[config.mk]
export PLATFORM = sky130hd
export DESIGN_NAME = step_controller
export DESIGN_NICKNAME = d
export VERILOG_FILES = /design/src/rtl/step_controller.sv
export SDC_FILE = /design/constraint.sdc
export NUM_CORES = 1
export LEC_CHECK = 0
export ABC_AREA = 1
export CORE_MARGIN = 4
export CORE_UTILIZATION = 56
export CTS_BUF_LIST = sky130_fd_sc_hd__clkbuf_16
export CTS_CLUSTER_DIAMETER = 30
export DETAILED_ROUTE_END_ITERATION = 8
export HOLD_SLACK_MARGIN = 0.15
export PLACE_DENSITY = 0.81
export RECOVER_POWER = 50
export REMOVE_ABC_BUFFERS = 1
export SLEW_MARGIN = 5
export SYNTH_ARGS = -nofsm -noshare
export SYNTH_HDL_FRONTEND = slang
export SYNTH_SLANG_ARGS = --single-unit
[constraint.sdc]
create_clock -name clk -period 2.8 [get_ports clk]
set_clock_uncertainty 0.15 [all_clocks]
set_input_delay 0.56 -clock clk [delete_from_list [all_inputs] [get_ports clk]]
set_output_delay 0.56 -clock clk [all_outputs]
set_load 0.01 [all_outputs]
[src/rtl/step_controller.sv]
// Run/single-step controller driving the clock divider's reset input.
// Conditions run_sw/step_btn and releases div_rst for whole processor-clock periods only.
module step_controller #(
  parameter int STEP_LEN   = 4,
  parameter int DEB_CYCLES = 8,
  parameter int CNT_W      = 16
) (
  input  logic             clk,
  input  logic             rst_n,
  input  logic             run_sw,
  input  logic             step_btn,
  input  logic             halt_req,
  output logic             div_rst,
  output logic             running,
  output logic             busy,
  output logic             halted,
  output logic [CNT_W-1:0] step_cnt
);

  localparam int PH_W  = (STEP_LEN > 1) ? $clog2(STEP_LEN) : 1;
  localparam int DEB_W = $clog2(DEB_CYCLES + 1);
  localparam logic [PH_W-1:0]  PH_LAST  = PH_W'(STEP_LEN - 1);
  localparam logic [DEB_W-1:0] DEB_LAST = DEB_W'(DEB_CYCLES - 1);

  typedef enum logic [1:0] {
    IDLE  = 2'd0,
    RUN   = 2'd1,
    DRAIN = 2'd2,
    STEP  = 2'd3
  } state_t;

  state_t            state, state_next;
  logic              run_meta, run_s;
  logic              step_meta, step_s;
  logic [DEB_W-1:0]  deb_cnt;
  logic              deb_level, deb_prev;
  logic              step_pulse;
  logic [PH_W-1:0]   phase;
  logic              phase_last;

  always_ff @(posedge clk or negedge rst_n) begin
    if (!rst_n) begin
      run_meta  <= 1'b0;
      run_s     <= 1'b0;
      step_meta <= 1'b0;
      step_s    <= 1'b0;
    end else begin
      run_meta  <= run_sw;
      run_s     <= run_meta;
      step_meta <= step_btn;
      step_s    <= step_meta;
    end
  end

  // The counter only runs while step_s differs from the accepted level, so any
  // toggle of the synced button (toward or away from it) restarts the count.
  always_ff @(posedge clk or negedge rst_n) begin
    if (!rst_n) begin
      deb_cnt   <= '0;
      deb_level <= 1'b0;
      deb_prev  <= 1'b0;
    end else begin
      deb_prev <= deb_level;
      if (step_s == deb_level) begin
        deb_cnt <= '0;
      end else if (deb_cnt == DEB_LAST) begin
        deb_cnt   <= '0;
        deb_level <= step_s;
      end else begin
        deb_cnt <= deb_cnt + 1'b1;
      end
    end
  end

  assign step_pulse = deb_level & ~deb_prev;
  assign phase_last = (phase == PH_LAST);

  always_ff @(posedge clk or negedge rst_n) begin
    if (!rst_n) begin
      halted <= 1'b0;
    end else if (halt_req) begin
      halted <= 1'b1;
    end
  end

  always_ff @(posedge clk or negedge rst_n) begin
    if (!rst_n) begin
      state   <= IDLE;
      div_rst <= 1'b1;
    end else begin
      state   <= state_next;
      div_rst <= (state_next == IDLE);
    end
  end

  always_comb begin
    state_next = state;
    case (state)
      IDLE: begin
        if (!halted) begin
          if (run_s) begin
            state_next = RUN;
          end else if (step_pulse) begin
            state_next = STEP;
          end
        end
      end
      RUN: begin
        if (!run_s || halt_req || halted) begin
          state_next = phase_last ? IDLE : DRAIN;
        end
      end
      DRAIN, STEP: begin
        if (phase_last) begin
          state_next = IDLE;
        end
      end
      default: state_next = IDLE;
    endcase
  end

  always_ff @(posedge clk or negedge rst_n) begin
    if (!rst_n) begin
      phase <= '0;
    end else if (state == IDLE && state_next != IDLE) begin
      phase <= '0;
    end else if (!div_rst) begin
      phase <= phase_last ? '0 : phase + 1'b1;
    end
  end

  always_ff @(posedge clk or negedge rst_n) begin
    if (!rst_n) begin
      step_cnt <= '0;
    end else if (!div_rst && phase_last) begin
      step_cnt <= step_cnt + 1'b1;
    end
  end

  assign running = (state == RUN) || (state == DRAIN);
  assign busy    = ~div_rst;

endmodule

==> run summary <==
Total grt overflow -> 0
Die Span X -> 60.28 um
Most frequent cell after synthesis -> nand2_1
Hold Crit Endpoint -> step_s
Drc violations -> 0
Worst Path Required -> 2.09 ns
Cell Pwr Density -> 787.5 nW/um2
Share of layout cells above drive strength 1 -> 11.40%
Pin count of the biggest net entering global routing -> 33
Xor/xnor share of the synthesized area -> 8.585%
Critical Path AT -> 1.60 ns
IO Port Bufs -> 24
1st-iter DRT viols -> 53
Gr usage total -> 19.39%
Worst Hold Launch -> step_meta
Slew @ Worst Pin -> 0.3915 ns
GPL Wtd Cong -> 0.8122
Area share of the largest cell type after synthesis -> 50.70%
Number of synthesized flops with an enable pin -> 0
Reg2reg end -> step_cnt[15]
Final Cycle Share -> 82.39%
Yosys warns -> 0
Core area -> 2545 um2
Largest family of logic cells by synthesized area -> simple AND/OR/NAND/NOR gates
Bufs on Longest Clock Path -> 2
Class of the most critical setup path -> reg -> out
Std-Cell Rows -> 18
Setup violators final -> 0
Mux cell area share after synthesis -> 1.390%
Reg clk slew, reported paths -> 0.05 ns
Die area -> 3633 um2
Max Transition Viols Final -> 0
Post-synthesis simple-gate area fraction -> 24.28%
Synth top area cells -> dfrtp_1 51%, nand2_1 8.8%, xor2_1 6.3%
Vias/cell -> 5.112
Hold Fails Final Rpt -> 0
WHS Path Cells -> 0
Number of global-route vias before repair -> 1,186
Status -> complete, no violations
Dpl hpwl -> 2077 um
Prevailing post-synth register cell -> dfrtp_1
Vias -> 1,140
Critical path capture point type -> primary output
MaxCap Viol Count -> 0
Leakage -> 0.9579 nW
Wire per inst -> 12.91 um
Worst R2R Start -> phase[0]
Post-cts resize count -> 0
Routed WL -> 2879 um
CTS Sinks -> 32
Worst setup SP type -> register
Setup bufs post-CTS -> 0
Hold WC Path Type -> reg -> reg
Die height -> 60.28 um
CTS buffer count -> 5
Synth Register Bits -> 32
Drt pass-1 iters -> 4
Area Growth Syn to Fin -> 27.39%
FFs w/ async S/R, synth -> 100.0%
Antenna diodes -> 0
Nets -> 205
H-tree levels -> 2
Compound-Gate Fraction of Synth Area -> 2.453%
First-pass GRT wire length -> 5119 um
Total chip power -> 1.535 mW
CTS tree -> done
Post-Synth Adder-Cell Area -> 5.724%
Clk Latency, worst-skew pair -> 0.27 ns
Initial antenna violation count -> 0
Relative slew slack -> 73.90%
Hold Buf Count CTS -> 0
Initial Utilization -> 60.13%
Crit Path Max Fanout -> 4
Clock root buffer -> clkbuf_16
Reg2Reg Setup Slack -> 1.10 ns
Final min period -> 2.307 ns
Post-Syn Area -> 1530 um2
Synth Instances -> 161
Syn_area_per_cell -> 9.504 um2
VDD IR max -> 0.0006658 V
Cell taking the most area after synthesis -> dfrtp_1
Max frequency -> 433.5 MHz
Post-synth top cells -> 36 x nand2_1, 31 x dfrtp_1, 19 x inv_1
RSZ-0062 raised after global routing -> false
Setup TNS Final -> 0 ns
Final ANT Viol Nets -> 0
Synth cell types -> 26
R2R depth -> 8
Sequential cell area fraction in the yosys report -> 52.41%
IO Pins -> 25
[per-layer routing]
layer | wire length, um | GRT usage [%] | vias up
li1 | - | - | 561
met5 | 0 | 0 | -
met2 | 1493 | 32.87 | 29
met4 | 14 | 6.646 | 0
met3 | 142 | 6.048 | 2
met1 | 1228 | 23.15 | 548
[flip-flops by register name (all words and copies together) (netlist names), 2 cells and up]
signal,cells
step_cnt,16
deb_cnt,4
phase,2
state,2
[how the worst max path moves through the flow]
| stage | start | to | slack (ns) | depth (start not counted) |
|---|---|---|---|---|
| finish | state[1] | running | 0.49 | 3 |
| global route | state[1] | running | 0.46 | 3 |
| CTS | state[1] | running | 0.50 | 3 |
| detailed placement | state[1] | running | 0.79 | 3 |
| global placement | state[1] | running | 0.85 | 3 |
| floorplan | phase[0] | step_cnt[15] | 1.29 | 8 |
[area by class of cell]
cell class | count | area (um2)
sequential | 32 | 802.0
multi-input combinational | 108 | 649.4
fill | 165 | 595.6
timing repair buffer | 25 | 247.7
clock buffer | 5 | 125.1
inverter | 21 | 78.83
tap | 30 | 37.54
clock inverter | 2 | 8.758
[where the power goes]
part / internal, mW / total [mW] / leakage [nW] / switching, mW
Clock: 0.318 / 0.490 / 0.0709 / 0.172
Sequential: 0.552 / 0.637 / 0.418 / 0.0852
Combinational: 0.190 / 0.408 / 0.469 / 0.218
Total: 1.06 / 1.54 / 0.958 / 0.475
[per-stage QoR]
| step | hold slack, ns | instance area [um2] | utilization (%) | std cells | setup slack, ns |
|---|---|---|---|---|---|
| after CTS | 0.1966 | 1949 | 76.60 | 223 | 0.4964 |
| after floorplan | 0.1144 | 1530 | - | 161 | 1.288 |
| after global routing | 0.2073 | 1949 | 76.60 | 223 | 0.4573 |
| after detailed placement | 0.1855 | 1815 | 71.34 | 216 | 0.7862 |
| final | 0.1944 | 1949 | 76.60 | 223 | 0.4930 |
| after global placement | 0.1834 | 1815 | 71.34 | 216 | 0.8464 |
[worst max-delay path: stages, from the launching register on]
cell and delay, ns:
dfrtp_1 0.40, inv_1 0.12, ha_1 0.29, clkdlybuf4s50_1 0.52
[cell families (layout without fill, tap and decap cells)]
logic type	after synthesis	in the layout
DFF	32	32
and+or+nand+nor	77	77
adders and majority gates	7	7
muxes	2	2
xor gates and xnor gates	15	15
buffers and inverters	21	53
AOI/OAI and AO/OA	7	7
[cells in the final DEF (no fill, tap or decap), drive strengths merged]
master / n
clkdlybuf4s50: 20
buf: 1
dfrtp: 31
nand3b: 3
nor4: 1
nor3: 5
nor2: 19
nand4: 2
dlygate4sd3: 4
xor2: 11
o211ai: 1
nand3: 7
clkbuf: 5
clkinv: 1
xnor2: 4
ha: 7
inv: 22
o21ai: 3
nand2: 40
mux2i: 1
mux2: 1
a21oi: 3
dfstp: 1
Power figures use the tool's default switching activity.
